File: src/rtl/sine_lut_arbiter.sv
// Shares one quarter-wave sine ROM between the video and audio requesters.
// Each cycle grants at most one lookup, folds its phase onto the table, and returns a signed result two cycles after the grant.
module sine_lut_arbiter #(
    parameter int unsigned PHASE_BITS     = 10,
    parameter int unsigned TABLE_BITS     = 8,
    parameter int unsigned OUT_BITS       = 8,
    parameter int unsigned AUDIO_MAX_WAIT = 4
) (
    input  logic                  clk,
    input  logic                  reset,
    input  logic                  v_req,
    input  logic [PHASE_BITS-1:0] v_phase,
    output logic                  v_ack,
    output logic                  v_valid,
    output logic [OUT_BITS:0]     v_data,
    input  logic                  a_req,
    input  logic [PHASE_BITS-1:0] a_phase,
    output logic                  a_ack,
    output logic                  a_valid,
    output logic [OUT_BITS:0]     a_data,
    output logic [TABLE_BITS-1:0] rom_addr,
    input  logic [OUT_BITS-1:0]   rom_data
);

    localparam int unsigned CNT_BITS = $clog2(AUDIO_MAX_WAIT + 1);
    localparam int unsigned RES_BITS = OUT_BITS + 1;
    localparam logic [CNT_BITS-1:0] CNT_MAX = CNT_BITS'(AUDIO_MAX_WAIT);
    localparam logic OWNER_VIDEO = 1'b0;
    localparam logic OWNER_AUDIO = 1'b1;

    logic [CNT_BITS-1:0]   starve_q,   starve_d;
    logic [TABLE_BITS-1:0] rom_addr_q, rom_addr_d;
    logic                  sign_q,     sign_d;
    logic                  s1_valid_q, s1_valid_d;
    logic                  s1_owner_q, s1_owner_d;
    logic                  v_valid_q,  v_valid_d;
    logic                  a_valid_q,  a_valid_d;
    logic [RES_BITS-1:0]   v_data_q,   v_data_d;
    logic [RES_BITS-1:0]   a_data_q,   a_data_d;

    logic                  grant_v;
    logic                  grant_a;
    logic [PHASE_BITS-1:0] g_phase;
    logic [1:0]            quad;
    logic [RES_BITS-1:0]   mag;
    logic [RES_BITS-1:0]   result;

    // Video has priority unless audio is alone or has waited too long.
    always_comb begin
        grant_v = 1'b0;
        grant_a = 1'b0;
        if (!reset) begin
            if (a_req && (!v_req || (starve_q >= CNT_MAX))) begin
                grant_a = 1'b1;
            end else if (v_req) begin
                grant_v = 1'b1;
            end
        end
    end

    always_comb begin
        starve_d = starve_q;
        if (!a_req || grant_a) begin
            starve_d = '0;
        end else if (starve_q < CNT_MAX) begin
            starve_d = starve_q + CNT_BITS'(1);
        end
    end

    // Stage 1: fold the granted phase into a table address and a sign, and tag the owner.
    always_comb begin
        g_phase    = grant_a ? a_phase : v_phase;
        quad       = g_phase[PHASE_BITS-1:PHASE_BITS-2];
        rom_addr_d = rom_addr_q;
        sign_d     = sign_q;
        s1_owner_d = s1_owner_q;
        s1_valid_d = grant_v | grant_a;
        if (grant_v || grant_a) begin
            rom_addr_d = quad[0] ? ~g_phase[TABLE_BITS-1:0] : g_phase[TABLE_BITS-1:0];
            sign_d     = quad[1];
            s1_owner_d = grant_a ? OWNER_AUDIO : OWNER_VIDEO;
        end
    end

    // Stage 2: apply the sign to the table magnitude and write it to the owner's register.
    always_comb begin
        mag       = {1'b0, rom_data};
        result    = sign_q ? (RES_BITS'(0) - mag) : mag;
        v_valid_d = s1_valid_q && (s1_owner_q == OWNER_VIDEO);
        a_valid_d = s1_valid_q && (s1_owner_q == OWNER_AUDIO);
        v_data_d  = v_valid_d ? result : v_data_q;
        a_data_d  = a_valid_d ? result : a_data_q;
    end

    always_ff @(posedge clk) begin
        if (reset) begin
            starve_q   <= '0;
            rom_addr_q <= '0;
            sign_q     <= 1'b0;
            s1_valid_q <= 1'b0;
            s1_owner_q <= 1'b0;
            v_valid_q  <= 1'b0;
            a_valid_q  <= 1'b0;
            v_data_q   <= '0;
            a_data_q   <= '0;
        end else begin
            starve_q   <= starve_d;
            rom_addr_q <= rom_addr_d;
            sign_q     <= sign_d;
            s1_valid_q <= s1_valid_d;
            s1_owner_q <= s1_owner_d;
            v_valid_q  <= v_valid_d;
            a_valid_q  <= a_valid_d;
            v_data_q   <= v_data_d;
            a_data_q   <= a_data_d;
        end
    end

    assign v_ack    = grant_v;
    assign a_ack    = grant_a;
    assign v_valid  = v_valid_q;
    assign a_valid  = a_valid_q;
    assign v_data   = v_data_q;
    assign a_data   = a_data_q;
    assign rom_addr = rom_addr_q;

endmodule
File: config.mk
export PLATFORM = sky130hd
export DESIGN_NAME = sine_lut_arbiter
export DESIGN_NICKNAME = d
export VERILOG_FILES = /design/src/rtl/sine_lut_arbiter.sv
export SDC_FILE = /design/constraint.sdc
export NUM_CORES = 1
export LEC_CHECK = 0
export ABC_AREA = 1
export BUFFER_PORTS_ARGS = -buffer_cell sky130_fd_sc_hd__buf_4
export CAP_MARGIN = 10
export CORE_MARGIN = 1.5
export CORE_UTILIZATION = 50
export DETAILED_ROUTE_END_ITERATION = 16
export PLACE_DENSITY = 0.8
export RECOVER_POWER = 25
export SLEW_MARGIN = 15
export SYNTH_ARGS = -nofsm -noshare
export SYNTH_HDL_FRONTEND = slang
export SYNTH_SLANG_ARGS = --single-unit
File: constraint.sdc
create_clock -name clk -period 1.5 [get_ports clk]
set_clock_uncertainty 0.15 [all_clocks]
set_input_delay 0.075 -clock clk [delete_from_list [all_inputs] [get_ports clk]]
set_output_delay 0.075 -clock clk [all_outputs]
set_load 0.005 [all_outputs]
==> summary.md, run 1 <==
| Metric | Value |
|---|---|
| Status | `finished, final reports clean` |
| Share of synthesized registers carrying an async set or reset | `0%` |
| Time the worst path needs with I/O delays and setup | `1400 ps` |
| Fin crit share | `93.0%` |
| Num rows | `22` |
| Horizontal die dimension | `64.6 um` |
| Cell Count Post-Placement | `400` |
| Met3 Routed Length | `257 um` |
| Leak pwr | `1.47 nW` |
| Number of hold violations in the final report | `0` |
| Final weighted congestion of routability-driven global placement | `0.835` |
| CP Launch Type | `input pin` |
| Wirelength, routed | `4470 um` |
| Mean Syn Cell Area | `6.41 um^2` |
| Worst relative slew slack | `78.8%` |
| Dominant cell type by area after synthesis | `dfxtp_1` |
| Max Slew Vio Count | `0` |
| Top fanout value on the critical path | `3` |
| Worst min-delay path class | `input pin to register` |
| Reported max-cap violation count | `0` |
| Tot Pwr | `2.12 mW` |
| Setup repair after global routing missed its margin | `true` |
| Buffers from clock root to sink, at most | `2` |
| Antenna violations before repair | `0` |
| Metal1 wirelength | `1850 um` |
| Worst Setup Path Type | `input pin to register` |
| Remaining number of nets flagged by the antenna check after routing | `0` |
| Placed wire-length estimate after detailed placement | `3180 um` |
| Post-Syn Instances | `296` |
| Clock transition at the register clock pins on the worst setup and hold paths after CTS | `60 ps` |
| Critical path data required time | `1510 ps` |
| Worst skew pair latency | `280 ps` |
| Number of synthesized register bits | `34` |
| Actual slew at the worst max-slew pin | `317 ps` |
| # port buffers | `61` |
| Area of the core | `3660 um^2` |
| Post-route worst hold slack | `0.900 ps` |
| All-Layer GR Usage | `22.6%` |
| Post-synthesis instance area | `1900 um^2` |
| Share of cells above drive strength 1 | `24.7%` |
| Post-layout instance count excluding filler cells | `417` |
| CTS sink cnt | `34` |
| Via count of the first global-routing pass | `1782` |
| Library cell with the highest instance count after synthesis | `nand2_1` |
| Number of synthesized flops with an enable pin | `0` |
| Area of the die | `4170 um^2` |
| Via density | `4.75` |
| TritonCTS clock tree | `built` |
| Die height | `64.6 um` |
| Areal power density over the cells | `809 nW/um^2` |
| Final global-route overflow total | `0` |
| Sequential-to-total area share from yosys stat | `35.9%` |
| Share of the synthesized area in the top cell type | `35.9%` |
| Area delta synth->final | `38.1%` |
| Mapped Nets | `330` |
| Dominant register cell in the synthesized netlist | `dfxtp_1` |
| CTS buffer count | `5` |
| Global-route wire length before repair | `7360 um` |
| Number of failing setup endpoints in the final timing report | `0` |
| Antenna diodes | `0` |
| Max Clock Freq | `0.717 GHz` |
| Synth unique cells | `24` |
| Area contributors post-synth | `dfxtp_1 36%, nand2_1 17%, nand3_1 8.4%` |
| Largest net degree at the start of global routing | `20` |
| Maximum vdd drop | `0.000377 V` |
| Number of top-level pins | `62` |
| Element type at the critical path end | `register` |
| H-Tree Level Count | `2` |
| Fillcell total | `309` |
| Final Net Count | `403` |
| WP data arrival | `1410 ps` |
| Clock root cell | `clkbuf_8` |
| Routed wl met2 | `2300 um` |
| Overall via count from detail_route | `1981` |
| DR top layer | `met4` |
| Synth cell count leaders | `86 x nand2_1, 40 x inv_1, 39 x nor2_1, 34 x dfxtp_1, 32 x nand3_1` |
| Initial Utilization | `51.8%` |
| Warnings from Yosys | `0` |
| Number of optimization iterations in the first detailed-route pass | `6` |
| Wirelength per Cell | `10.7 um` |
| Violation count after the first detailed-route iteration | `67` |
| Detailed-route DRC error count | `0` |
worst max-delay path, cell delays in order:
cell           delay [ps]
dlygate4sd3_1         540
buf_4                 150
nor2_1                170
nand4_1               170
o21ai_1               220
a21oi_1                90
area by class of cell:
type                       instances  area [um^2]  share of cell area (%)
timing repair buffer              78          652                    24.9
multi-input combinational        205          977                    37.3
clock buffer                       7         76.3                    2.91
sequential                        34          682                    26.0
inverter                          45          171                    6.55
tap                               48         60.1                    2.29
worst paths after layout:
kind	from	endpoint	slack [ps]	depth (start not counted)
worst max-delay path	rom_data[3]	a_data[8]$_SDFFE_PP0P_	100	6
worst min-delay path	a_phase[9]	sign_q$_SDFFE_PP0P_	0.9	5
worst max register to register	starve_q[2]$_SDFFE_PP0N_	rom_addr[4]$_SDFFE_PP0P_	110	9
worst min register to register	starve_q[0]$_SDFFE_PP0N_	starve_q[0]$_SDFFE_PP0N_	270	1
registers in the layout, indices dropped and copies added, names as in the netlist:
| signal | flops |
|---|---|
| a_data | 9 |
| s1_owner_q | 1 |
| rom_addr | 8 |
| a_valid | 1 |
| s1_valid_q | 1 |
| sign_q | 1 |
| v_valid | 1 |
| starve_q | 3 |
| v_data | 9 |
cell usage in the layout (no fill, tap or decap):
cell type       instances
nand2_2                 1
inv_2                   4
inv_4                   1
clkbuf_16               1
buf_4                  60
nand4_1                 2
inv_1                  40
dfxtp_2                 1
nand2_4                 3
buf_12                  2
clkbuf_8                5
o21ai_0                11
nand2_1                86
o21ai_2                 1
clkbuf_4                7
nor2_1                 39
nand3b_1                8
ha_1                    2
xor2_1                  2
buf_6                   1
dlygate4sd3_1           6
dlymetal6s4s_1          1
xnor2_1                 1
nand2_8                 1
nand3_1                32
nor2_4                  1
o21ai_1                 1
o211ai_2                1
nor2_2                  1
o21bai_1                2
a21oi_1                10
clkbuf_1                2
dfxtp_1                33
stage by stage:
stage | cell area (um^2) | util [%] | TNS [ps] | setup slack (ps)
floorplan | 1900 | - | 0 | 223
global placement | 2390 | 65.3 | 0 | 138
detailed placement | 2390 | 65.3 | 0 | 101
CTS | 2540 | 69.3 | 0 | 15.4
global route | 2620 | 71.5 | -19.2 | -8.72
finish | 2620 | 71.5 | 0 | 105
power breakdown:
| group | internal, mW | switching [mW] | leakage (nW) |
|---|---|---|---|
| clock network | 0.319 | 0.296 | 0.0383 |
| registers | 0.963 | 0.0354 | 0.280 |
| logic | 0.255 | 0.251 | 1.15 |
| total | 1.54 | 0.583 | 1.47 |
repair_timing:
action                     CTS  global route
hold endpoints to repair    10             0
setup buffers                0             2
gates resized for setup      0            12
hold buffers                 7             0
setup endpoints to repair    0            10
metal layers:
layer  vias to the layer above  track usage (%)
met4                         0             7.98
met5                         -                0
met1                       852             24.4
li1                       1057                -
met3                         8             5.90
met2                        64             42.1
cells by family (layout without fill, tap and decap cells):
kind of cell | after synthesis | count (layout) | share of synthesized area [%]
fa+ha+maj | 2 | 2 | 1.32
simple gates | 174 | 174 | 40.1
buf+inv | 57 | 130 | 13.6
xor+xnor | 3 | 3 | 1.39
compound gates | 26 | 26 | 7.72
flops | 34 | 34 | 35.9
Note: power is estimated with default switching activity, not from simulation.
==> inputs of run 2 (changes only) <==
- CTS_BUF_LIST: default -> sky130_fd_sc_hd__clkbuf_8 sky130_fd_sc_hd__clkbuf_16
- SKIP_CTS_REPAIR_TIMING: default -> 1
==> run 2 against run 1 <==
  * The flow now finishes with violations (hold timing)
  * Sequential share of layout area rose by 1.1 points
  * Cell count is 1.4% lower
  * Wire length shrank 7.0%
  * Die area did not move
  * Non-clock buffer count down 6
  * Register-to-register slack gained 30 ps
  * Combinational power shrank 6.5%
==> summary.md, run 2 (synthesized netlist as in run 1, its figures left out) <==
| Metric | Value |
|---|---|
| Number of hold violations in the final report | `4 (+4)` |
| Cell at the slowest stage of the critical path | `dfxtp_2` |
| Antenna violations before repair | `0 (unchanged)` |
| Worst min-delay path class | `input pin to register` |
| # port buffers | `61 (unchanged)` |
| Antenna diodes | `0 (unchanged)` |
| Hold depth | `3 (-2)` |
| Detailed-route DRC error count | `0 (unchanged)` |
| Global-route wire length before repair | `7160 um (-2.7%)` |
| Final weighted congestion of routability-driven global placement | `0.835 (unchanged)` |
| Initial Utilization | `51.8% (unchanged)` |
| Slowest stage delay, CP | `330 ps (-210 ps)` |
| Die height | `64.6 um (unchanged)` |
| TritonCTS clock tree | `built` |
| Critical path data required time | `1530 ps (+20 ps)` |
| All-Layer GR Usage | `21.9% (-0.63 points)` |
| Area of the core | `3660 um^2 (unchanged)` |
| Reported max-cap violation count | `0 (unchanged)` |
| Number of top-level pins | `62 (unchanged)` |
| Clock transition at the register clock pins on the worst setup and hold paths after CTS | `60 ps (about the same)` |
| Commonest non-fill, non-tap cells in the layout | `86 x nand2_1, 54 x buf_4, 42 x inv_1` |
| H-Tree Level Count | `2 (unchanged)` |
| Wirelength, routed | `4160 um (-7.0%)` |
| Buffers from clock root to sink, at most | `2 (unchanged)` |
| Via density | `4.65 (-2.2%)` |
| Overall via count from detail_route | `1910 (-3.6%)` |
| Max Slew Vio Count | `0 (unchanged)` |
| CTS sink cnt | `34 (unchanged)` |
| Violation count after the first detailed-route iteration | `68 (+1.5%)` |
| Wirelength per Cell | `10.1 um (-5.6%)` |
| Total Neg Setup Slack | `0 ps (unchanged)` |
| Maximum vdd drop | `0.000392 V (+4.0%)` |
| Routed wl met2 | `2090 um (-8.8%)` |
| Largest net degree at the start of global routing | `20 (unchanged)` |
| Metal1 wirelength | `1820 um (-2.1%)` |
| CTS buffer count | `5 (unchanged)` |
| Fin crit share | `90.9% (-2.1 points)` |
| Via count of the first global-routing pass | `1731 (-2.9%)` |
| R2R depth | `9 (unchanged)` |
| Area of the die | `4170 um^2 (unchanged)` |
| Area delta synth->final | `32.5%` |
| Final global-route overflow total | `0 (unchanged)` |
| Worst slack after detailed placement | `101 ps (unchanged)` |
| Commonest non-fill, non-tap cell in the layout | `nand2_1` |
| Post-route worst hold slack | `-24.0 ps (-24.9 ps)` |
| Num rows | `22 (unchanged)` |
| Final Net Count | `397 (-1.5%)` |
| Actual slew at the worst max-slew pin | `325 ps (+8.09 ps)` |
| Clock root cell | `clkbuf_8` |
| Number of failing setup endpoints in the final timing report | `0 (unchanged)` |
| Worst Setup Path Type | `register to register` |
| Element type at the critical path end | `register` |
| Met3 Routed Length | `200 um (-22%)` |
| Leak pwr | `1.42 nW (-3.6%)` |
| Min setup slack post-route | `136 ps (+31.8 ps)` |
| Placed wire-length estimate after detailed placement | `3180 um (unchanged)` |
| Time the worst path needs with I/O delays and setup | `1360 ps (-31.8 ps)` |
| Setup repair after global routing missed its margin | `false` |
| Top fanout value on the critical path | `18 (+15)` |
| Worst skew pair latency | `280 ps (about the same)` |
| Number of optimization iterations in the first detailed-route pass | `4 (-2)` |
| Areal power density over the cells | `826 nW/um^2 (+2.0%)` |
| CP Cell Sequence | `inv_2 > nand2_4 > buf_6 > nand3_1 > nand2_2 > nand2_1 > nand3_1 > nand2_1 > inv_1` |
| DR top layer | `met4` |
| Remaining number of nets flagged by the antenna check after routing | `0 (unchanged)` |
| Share of cells above drive strength 1 | `24.2% (-0.42 points)` |
| Max Clock Freq | `0.733 GHz (+2.3%)` |
| Violated checks | `hold timing` |
| Status | `complete, but fails checks` |
| Worst relative slew slack | `78.3% (-0.54 points)` |
| Horizontal die dimension | `64.6 um (unchanged)` |
| WP data arrival | `1390 ps (-20 ps)` |
| CP Launch Type | `register` |
-- run 2: cell count changes in the layout (fill, tap and decap cells not counted), moves of 2 or more --
cell,delta
dlygate4sd3_1,-2
nand2_2,+2
clkbuf_4,+5
buf_4,-6
clkbuf_1,-2
inv_1,+2
-- run 2: through the flow --
step / cells / area (um^2) / utilization [%] / total power, mW
finish: 411 / 2510 / 68.6 / 2.07
global placement: 400 / 2390 / 65.3 / 1.48
floorplan: 296 / 1900 / - / 1.28
global route: 411 / 2510 / 68.6 / 2.21
CTS: 407 / 2470 / 67.4 / 2.08
detailed placement: 400 / 2390 / 65.3 / 1.48
-- run 2: cell type report --
type	instances	area (um^2)
Fill cell	334	1150
Multi-Input combinational cell	205	958
Inverter	45	169
Timing Repair Buffer	72	567
Tap cell	48	60.1
Sequential cell	34	682
Clock inverter	2	7.51
Clock buffer	5	68.8
-- run 2: worst max-delay path, delay by kind of cell (launching register included) --
kind	cells	cell delay (ps)
flip-flops	1	330
buffers and inverters	3	270
AND/OR/NAND/NOR	6	510
-- run 2: worst paths after layout --
path                       startpoint                  endpoint  slack [ps]
max          starve_q[2]$_SDFFE_PP0N_  rom_addr[4]$_SDFFE_PP0P_         140
min                       rom_data[0]    a_data[0]$_SDFFE_PP0P_         -20
max reg2reg  starve_q[2]$_SDFFE_PP0N_  rom_addr[4]$_SDFFE_PP0P_         140
min reg2reg  starve_q[0]$_SDFFE_PP0N_  starve_q[0]$_SDFFE_PP0N_         270
-- run 2: report_power, final --
group          internal (mW)  switching (mW)  total, mW  leakage, nW
Clock                  0.305           0.298      0.604       0.0466
Sequential             0.963          0.0346      0.997        0.280
Combinational          0.234           0.239      0.473         1.09
-- run 2: layer usage --
| layer | vias up | global-route usage, % |
|---|---|---|
| li1 | 1041 | - |
| met1 | 813 | 24.3 |
| met2 | 50 | 40.6 |
| met3 | 6 | 5.73 |
| met4 | 0 | 6.91 |
| met5 | - | 0 |
